### src/rtl/dm_regs.sv
// dm_regs: RISC-V Debug Module register slave on the DTM's DMI port, serving one hart.
// Build option DM_HALTSUM_EN maps a read-only haltsum0 register at address 0x40.
module dm_regs #(
    parameter logic [31:0] HARTINFO = 32'h0
) (
    input  logic        clk,
    input  logic        rst,
    input  logic        dmi_req_valid,
    output logic        dmi_req_ready,
    input  logic [6:0]  dmi_req_addr,
    input  logic [31:0] dmi_req_data,
    input  logic [1:0]  dmi_req_op,
    output logic        dmi_rsp_valid,
    input  logic        dmi_rsp_ready,
    output logic [31:0] dmi_rsp_data,
    output logic [1:0]  dmi_rsp_op,
    output logic        halt_req,
    output logic        resume_req,
    input  logic        hart_halted,
    output logic        ac_req,
    output logic [31:0] ac_cmd,
    input  logic        ac_done,
    output logic        ndmreset
);

    localparam logic [6:0] ADDR_DATA0      = 7'h04;
    localparam logic [6:0] ADDR_DMCONTROL  = 7'h10;
    localparam logic [6:0] ADDR_DMSTATUS   = 7'h11;
    localparam logic [6:0] ADDR_HARTINFO   = 7'h12;
    localparam logic [6:0] ADDR_ABSTRACTCS = 7'h16;
    localparam logic [6:0] ADDR_COMMAND    = 7'h17;
`ifdef DM_HALTSUM_EN
    localparam logic [6:0] ADDR_HALTSUM0   = 7'h40;
`endif

    localparam logic [1:0] OP_NOP   = 2'd0;
    localparam logic [1:0] OP_READ  = 2'd1;
    localparam logic [1:0] OP_WRITE = 2'd2;

    localparam logic [1:0] RSP_OK   = 2'd0;
    localparam logic [1:0] RSP_FAIL = 2'd2;

    localparam logic [2:0] CMDERR_NONE    = 3'd0;
    localparam logic [2:0] CMDERR_BUSY    = 3'd1;
    localparam logic [2:0] CMDERR_NOTSUPP = 3'd2;

    typedef enum logic {IDLE, RSP} dmi_state_t;
    typedef enum logic {AC_IDLE, AC_BUSY} ac_state_t;

    dmi_state_t  dmi_state;
    ac_state_t   ac_state;

    logic [31:0] data0;
    logic        haltreq;
    logic        dmactive;
    logic        resumeack;
    logic [2:0]  cmderr;

    logic        busy;
    logic        accept;
    logic        reg_hit;
    logic [31:0] reg_rdata;
    logic [31:0] rsp_data_next;
    logic [1:0]  rsp_op_next;
    logic        wr_en;
    logic        wr_dmcontrol;
    logic        wr_data0;
    logic        wr_abstractcs;
    logic        wr_command;
    logic        resume_start;
    logic [31:0] dmcontrol_word;
    logic [31:0] dmstatus_word;
    logic [31:0] abstractcs_word;

    assign busy          = (ac_state == AC_BUSY);
    assign accept        = dmi_req_valid && (dmi_state == IDLE);
    assign dmi_req_ready = (dmi_state == IDLE);
    assign dmi_rsp_valid = (dmi_state == RSP);
    assign halt_req      = haltreq & dmactive;
    assign ac_req        = busy;

    assign dmcontrol_word  = {haltreq, 1'b0, 28'b0, ndmreset, dmactive};
    assign dmstatus_word   = {14'b0, {2{resumeack}}, 4'b0, {2{~hart_halted}},
                              {2{hart_halted}}, 1'b1, 3'b0, 4'd2};
    assign abstractcs_word = {19'b0, busy, 1'b0, cmderr, 4'b0, 4'd1};

    // Register decode; with the module inactive only dmcontrol reads back non-zero.
    always_comb begin
        reg_hit   = 1'b1;
        reg_rdata = '0;
        case (dmi_req_addr)
            ADDR_DATA0:      reg_rdata = data0;
            ADDR_DMCONTROL:  reg_rdata = dmcontrol_word;
            ADDR_DMSTATUS:   reg_rdata = dmstatus_word;
            ADDR_HARTINFO:   reg_rdata = HARTINFO;
            ADDR_ABSTRACTCS: reg_rdata = abstractcs_word;
            ADDR_COMMAND:    reg_rdata = '0;
`ifdef DM_HALTSUM_EN
            ADDR_HALTSUM0:   reg_rdata = {31'b0, hart_halted};
`endif
            default:         reg_hit = 1'b0;
        endcase
        if (!dmactive && (dmi_req_addr != ADDR_DMCONTROL)) begin
            reg_rdata = '0;
        end
    end

    always_comb begin
        rsp_data_next = '0;
        rsp_op_next   = RSP_OK;
        case (dmi_req_op)
            OP_NOP:   rsp_op_next = RSP_OK;
            OP_READ:  rsp_data_next = reg_rdata;
            OP_WRITE: rsp_op_next = reg_hit ? RSP_OK : RSP_FAIL;
            default:  rsp_op_next = RSP_FAIL;
        endcase
    end

    assign wr_en         = accept && (dmi_req_op == OP_WRITE) && reg_hit;
    assign wr_dmcontrol  = wr_en && (dmi_req_addr == ADDR_DMCONTROL);
    assign wr_data0      = wr_en && (dmi_req_addr == ADDR_DATA0);
    assign wr_abstractcs = wr_en && (dmi_req_addr == ADDR_ABSTRACTCS);
    assign wr_command    = wr_en && (dmi_req_addr == ADDR_COMMAND);
    assign resume_start  = wr_dmcontrol && dmi_req_data[30] && !dmi_req_data[31] && hart_halted;

    always_ff @(posedge clk) begin
        if (!rst) begin
            dmi_state    <= IDLE;
            ac_state     <= AC_IDLE;
            dmi_rsp_data <= '0;
            dmi_rsp_op   <= RSP_OK;
            data0        <= '0;
            haltreq      <= 1'b0;
            dmactive     <= 1'b0;
            ndmreset     <= 1'b0;
            resume_req   <= 1'b0;
            resumeack    <= 1'b0;
            cmderr       <= CMDERR_NONE;
            ac_cmd       <= '0;
        end else begin
            case (dmi_state)
                IDLE: begin
                    if (dmi_req_valid) begin
                        dmi_rsp_data <= rsp_data_next;
                        dmi_rsp_op   <= rsp_op_next;
                        dmi_state    <= RSP;
                    end
                end
                RSP: begin
                    if (dmi_rsp_ready) begin
                        dmi_rsp_data <= '0;
                        dmi_rsp_op   <= RSP_OK;
                        dmi_state    <= IDLE;
                    end
                end
            endcase

            if (wr_dmcontrol) begin
                haltreq  <= dmi_req_data[31];
                ndmreset <= dmi_req_data[1];
                dmactive <= dmi_req_data[0];
            end

            // An inactive module pins everything but dmcontrol to its reset value.
            if (!dmactive) begin
                data0      <= '0;
                cmderr     <= CMDERR_NONE;
                resume_req <= 1'b0;
                resumeack  <= 1'b0;
                ac_cmd     <= '0;
                ac_state   <= AC_IDLE;
            end else begin
                if (resume_start) begin
                    resume_req <= 1'b1;
                    resumeack  <= 1'b0;
                end else if (resume_req && !hart_halted) begin
                    resume_req <= 1'b0;
                    resumeack  <= 1'b1;
                end

                case (ac_state)
                    AC_IDLE: begin
                        if (wr_command && (cmderr == CMDERR_NONE)) begin
                            if (dmi_req_data[31:24] != 8'd0) begin
                                cmderr <= CMDERR_NOTSUPP;
                            end else begin
                                ac_cmd   <= dmi_req_data;
                                ac_state <= AC_BUSY;
                            end
                        end
                        if (wr_data0) begin
                            data0 <= dmi_req_data;
                        end
                        if (wr_abstractcs) begin
                            cmderr <= cmderr & ~dmi_req_data[10:8];
                        end
                    end
                    AC_BUSY: begin
                        if ((wr_data0 || wr_abstractcs || wr_command) && (cmderr == CMDERR_NONE)) begin
                            cmderr <= CMDERR_BUSY;
                        end
                        if (ac_done) begin
                            ac_state <= AC_IDLE;
                        end
                    end
                endcase
            end
        end
    end

endmodule
### config.mk
export PLATFORM = sky130hd
export DESIGN_NAME = dm_regs
export DESIGN_NICKNAME = d
export VERILOG_FILES = /design/src/rtl/dm_regs.sv
export SDC_FILE = /design/constraint.sdc
export NUM_CORES = 1
export LEC_CHECK = 0
export ABC_AREA = 1
export CAP_MARGIN = 20
export CELL_PAD_IN_SITES_DETAIL_PLACEMENT = 2
export CELL_PAD_IN_SITES_GLOBAL_PLACEMENT = 2
export CORE_MARGIN = 4
export CORE_UTILIZATION = 30
export DETAILED_ROUTE_END_ITERATION = 10
export HOLD_SLACK_MARGIN = 0.03
export MAX_ROUTING_LAYER = met4
export PLACE_DENSITY_LB_ADDON = 0.1
export SLEW_MARGIN = 20
export SYNTH_ARGS = -nofsm -noshare
export SYNTH_HDL_FRONTEND = slang
export SYNTH_SLANG_ARGS = --single-unit
### constraint.sdc
create_clock -name clk -period 2.3 [get_ports clk]
set_input_delay 0.23 -clock clk [delete_from_list [all_inputs] [get_ports clk]]
set_output_delay 0.23 -clock clk [all_outputs]
set_load 0.005 [all_outputs]
==> metrics.txt, run 1 <==
vias in the first global route=approximately 4500; ANT cells=0; Post-Route WL=14.5 mm; Slew Viols, Final=0; top_reg_cell synth=dfxtp_1; Synth top area share=roughly 46%; first-pass GRT wire length=24.6 mm; Post-Layout Cell Count=867; antenna violations before repair=0; Reg clk slew, reported paths=70 ps; Post-synth top cells=nand2_1, dfxtp_1, a21oi_1, inv_1, o21ai_0; post-detailed-route DRC marker count=0; post-CTS sizing=0; top post-synthesis cells by area=dfxtp_1, nand2_1, a21oi_1; Pre-antenna DRT Iters=4; TritonCTS Buffers=9; Filler Cell Count=between 1500 and 2000; WS Path Type=primary input to flop; drt wl/cell=16.7 µm; RSZ-0062 raised after global routing=no; Post-DRT Antenna Nets=0; TNS Setup=0 ps; Clock Sinks=between 100 and 150; DR iter-0 viols=~150; DR vias=around 4100; root buf cell=clkbuf_16; cell with the most instances after synthesis=nand2_1; Final Setup Violations=0; area delta synth->final=35.5%; Critical R2R Launch=dmi_rsp_valid; layout cells sized above 1=20.6%; met3 usage=3.21%; Worst-Skew Late Latency=roughly 350 ps; Worst VDD drop=a little under 0.3 mV; synth warn=0; Yosys reg bits=approximately 110; Critical Path RT=roughly 2500 ps; Fin. Hold Viols=0; CP Launch Type=primary input; Critical Path Sink Type=flop; Post-synth EDFFs=0; GPL Wtd Cong=0.774; Worst Path Max Fanout=57; worst hold path class=flop to flop; dpl cells=approximately 850; power after layout=approximately 3.6 mW; Ports=119; Worst-Margin Slew=roughly 570 ps; total core area=~15000 µm²; standard-cell row count=45; Final Util=between 40% and 50%; Initial Util=between 30 and 40%; pin count of the biggest net entering global routing=58; CP endpoint=ac_cmd[23]; GRT met1 Usage=between 20% and 30%; r2r endpoint=ac_cmd[23]; Post-DP HPWL=10.9 mm; htree depth=3; hold_buf cts=0; Die ar.=17500 µm²; Async SR Flop Fraction=0%; Post-CTS Setup Inserts=0; GRT Residual Overflow=0; Synth area leader=dfxtp_1; pwr/cell area=roughly 570 nW/µm²; Max Cap Viol=0; clk buf depth=2; sequential area share after synthesis=between 40% and 50%; status=finished clean; Post-Syn Instances=between 500 and 600; static leakage power=2.07 nW; GR Util met2=27.5%; CTS tree=yes; layout net count=721; Avg Inst Size Synth=slightly above 8 µm²; Slew headroom=roughly 62%; Highest Clock Rate=544 MHz; port bufs=117; post-synth cell types=32; post-synthesis cell area=around 4600 µm²; grt peak-use layer=met2; WP data arrival=2070 ps; clock skew=between 7 and 8 ps; Via density=approximately 4.8; Min Clock Period, post-route=around 1800 ps; DIE HEIGHT=132 µm; critical path launch point=dmi_req_valid; die width=~130 µm; GRT Total Usage=17.7%; R2R cell count=7; fin crit share=about 80%; Register-to-Register Setup Slack=around 500 ps; post-synthesis net count=609
cells in the final DEF (no fill, tap or decap):
cell type        synthesis  layout
nor4_1                   3       3
nor3_1                   2       2
a21oi_1                 68      68
nand4_1                  1       1
o21ai_0                 32      32
clkbuf_16                0       9
nand3_4                  1       1
clkbuf_8                 0       2
or2_2                    1       1
buf_4                    4      12
inv_6                    0       1
nand3_1                 18      18
o21ai_2                  1       1
nor2_1                  16      14
dfxtp_1                107     107
inv_1                   57      56
clkbuf_1                14       3
clkinv_4                 0       1
a21oi_2                 30      30
nor2_2                   7       9
nand2_4                  2       2
nand2_2                 30      31
clkinv_1                 1       1
a211oi_1                 2       2
inv_2                    1       2
nor3_2                   1       1
nand3_2                 31      31
o211ai_1                 1       1
conb_1                   1       1
clkdlybuf4s50_1          0     117
nor2_8                   1       1
buf_12                   3       5
a31oi_1                  1       1
nand2_1                112     111
o21ai_1                  1       1
critical path: stages:
cell and delay [ps]:
clkdlybuf4s50_1 470, inv_1 70, nor2_2 160, nand3_2 170, nor3_2 230, nand4_1 170, buf_12 240, o21ai_0 230
a21oi_1 80
worst min-delay path by stage:
stage               depth (start not counted)  slack (ps)          to         from
finish                                      2         450  ac_cmd[13]   ac_cmd[13]
global placement                            2         430  ac_cmd[13]   ac_cmd[13]
detailed placement                          2         440  ac_cmd[13]   ac_cmd[13]
floorplan                                   2         360  resume_req  hart_halted
global route                                2         480  ac_cmd[19]   ac_cmd[19]
CTS                                         2         450  ac_cmd[13]   ac_cmd[13]
metal layers:
metal	vias to the layer above	wire [µm]
li1	2042	-
met1	2019	7110
met2	76	6690
met3	11	467
met4	0	190
met5	-	0
per-stage QoR:
step,setup slack (ps),instance area (µm²),hold slack (ps)
floorplan,844,4640,358
global placement,177,6000,432
detailed placement,97.1,6000,439
CTS,413,6280,453
global route,253,6280,477
finish,462,6280,448
power breakdown:
group          internal [mW]  switching (mW)  leakage, nW
sequential              1.85         0.00251        0.862
clock                  0.803           0.708        0.137
combinational         0.0958          0.0913         1.07
total                   2.75           0.802         2.07
registers in the layout, indices dropped and copies added, names as in the netlist:
signal and flops:
dmi_rsp_valid 1, dmi_rsp_op 1, ac_req 1, data0 32, cmderr 3, dmactive 1
resume_req 1, haltreq 1, resumeack 1, ndmreset 1, ac_cmd 32, dmi_rsp_data 32
cell families after synthesis:
| family | share of synthesized area [%] |
|---|---|
| compound gates | 17.4 |
| buf+inv | 9.96 |
| flops | 46.2 |
| other cells | 0.0809 |
| simple gates | 26.4 |
final cells by class:
cell class,instances,area [µm²],area share [%]
inverter,59,221,3.53
multi-input combinational,363,2040,32.5
timing repair buffer,134,1360,21.7
clock buffer,14,264,4.20
clock inverter,2,17.5,0.279
sequential,107,2140,34.1
tap,188,235,3.74
No activity file was read; power rests on OpenSTA's default activity.
==> inputs of run 2 (changes only) <==
Settings changed: CORE_UTILIZATION 30 to 28.
Clock period 2.3 ns to 1.7 ns, I/O delays scaled along.
==> metrics.txt, run 2 (synthesized netlist as in run 1, its figures left out) <==
status=finished clean; Critical R2R Launch=dmi_rsp_valid; R2R cell count=9; switching power=approximately 1.1 mW; hold_sp=dmi_req_valid; Register Area=between 2000 and 2500 µm²; layout cells sized above 1=about a third; post-detailed-route DRC marker count=0; vias in the first global route=approximately 4800; Register-to-Register Setup Slack=approximately 130 ps; Fin. Hold Viols=0; Worst-Skew Late Latency=350 ps; DR iter-0 viols=~110; GRT Residual Overflow=0; Worst Path Max Fanout=19; pwr/cell area=between 700 and 800 nW/µm²; Worst path most repeated cell=nand2_4; worst path buffer plus inverter count=3; r2r endpoint=data0[13]; Via density=between 4 and 5; Ports=approximately 120; root buf cell=clkbuf_16; total core area=roughly 16000 µm²; die width=137 µm; Regs by FF count=ac_cmd: 32 flops, data0: 32 flops, dmi_rsp_data: 32 flops; hold_buf cts=0; layout net count=around 760; TritonCTS Buffers=9; Filler Cell Count=roughly 1700; standard-cell row count=46; GRT Total Usage=17.8%; Reg clk slew, reported paths=around 70 ps; Final Setup Violations=0; Worst VDD drop=about 0.46 mV; area delta synth->final=50.8%; Initial Util=between 20% and 30%; drt wl/cell=between 15 and 20 µm; Max Cap Viol=0; DP Worst Slack=-380 ps; clk buf depth=2; commonest cells after routing, fill and taps aside=clkdlybuf4s50_1, nand2_1, dfxtp_1; Internal=around 3.9 mW; sequential power share=approximately 50%; first-pass GRT wire length=about 26 mm; DR vias=approximately 4300; Clock Sinks=between 100 and 150; Critical Path RT=1920 ps; CP Launch Type=primary input; Pre-antenna DRT Iters=4; Critical Path Sink Type=flop; WHS Endpoint=dmi_rsp_valid; Logic pwr share=between 6 and 7%; Post-Route WL=between 15 and 20 mm; clock skew=a little under 4 ps; ANT cells=0; antenna violations before repair=0; Hold Crit Depth=4; pin count of the biggest net entering global routing=30; CP delay by family, top=simple AND/OR/NAND/NOR gates; WP data arrival=about 1900 ps; Setup WS post-layout=75.4 ps; commonest non-fill, non-tap cell in the layout=clkdlybuf4s50_1; clock network power share=43.5%; Switching Share=22.8%; max incr delay on CP=between 400 and 500 ps; DIE HEIGHT=~140 µm; htree depth=3; Min Clock Period, post-route=1620 ps; GPL Wtd Cong=just under 0.8; worst hold path class=primary input to flop; Slew Viols, Final=0; Critical-path top delay cell=clkdlybuf4s50_1; fin crit share=between 90% and 100%; crit-path cells=clkdlybuf4s50_1 > inv_1 > nand3_1 > nor2_4 > nor2_2 > nand3_4 > nand2_4 > nor2_8 > nand2_4 > buf_12 > nand2_1 > a21oi_1; area of the multi-input gates=2250 µm²; static leakage power=approximately 2.4 nW; Post-DRT Antenna Nets=0; CTS tree=yes; Highest Clock Rate=616 MHz; port bufs=117; Die ar.=~19000 µm²; Post-DP HPWL=11.5 mm; WS Path Type=primary input to flop; power after layout=around 5 mW
-- run 2: area by class of cell --
class,count,area share (%)
clock buffer,11,3.47
inverter,59,3.17
multi-input combinational,363,32.2
tap,216,3.87
timing repair buffer,174,25.7
clock inverter,5,0.859
sequential,107,30.7
-- run 2: timing repair --
item,in CTS,in global routing
gates cloned,1,4
endpoints found under the setup margin,4,105
setup buffers,2,1
pin swaps,0,10
endpoints found under the hold margin,0,0
resized for setup,3,89
-- run 2: per-stage QoR --
| step | area [µm²] | util [%] | instances | TNS, ps | hold WS, ps |
|---|---|---|---|---|---|
| global placement | 6300 | 39.2 | 911 | -24710 | 430 |
| CTS | 6650 | 41.4 | 930 | -13.2 | 421 |
| global route | 6990 | 43.5 | 935 | -8.99 | 264 |
| detailed placement | 6300 | 39.2 | 911 | -31310 | 440 |
| floorplan | 4640 | - | 562 | 0 | 298 |
| finish | 6990 | 43.5 | 935 | 0 | 271 |
-- run 2: power by group through the flow --
stage | logic [mW] | clock network, mW | registers [mW]
global placement | 0.282 | 0 | 2.57
global route | 0.338 | 2.35 | 2.51
CTS | 0.292 | 2.26 | 2.51
detailed placement | 0.290 | 0 | 2.57
floorplan | 0.0692 | 0 | 2.57
finish | 0.313 | 2.18 | 2.51
-- run 2: worst min-delay path: stages --
cell and delay [ps]:
dlymetal6s2s_1 130, inv_2 80, buf_4 120, a211oi_1 70
-- run 2: layer usage --
layer	vias to the layer above	GRT usage, %	wire, µm
met5	-	-	0
met4	0	4.70	172
met3	12	2.76	553
met2	79	29.2	7840
met1	2129	22.9	7600
li1	2122	-	-
-- run 2: worst max-delay path by stage --
stage                             to             start  cells after the start  slack (ps)
after global routing       data0[13]   dmi_req_addr[4]                     11          -8
final                      data0[13]   dmi_req_addr[4]                     12          80
after CTS                  ac_cmd[2]   dmi_req_addr[5]                     10          -9
after floorplan            data0[10]     dmi_rsp_valid                      9         250
after detailed placement   ac_cmd[5]   dmi_req_addr[5]                     10        -380
after global placement    ac_cmd[22]  dmi_req_data[24]                      7        -300
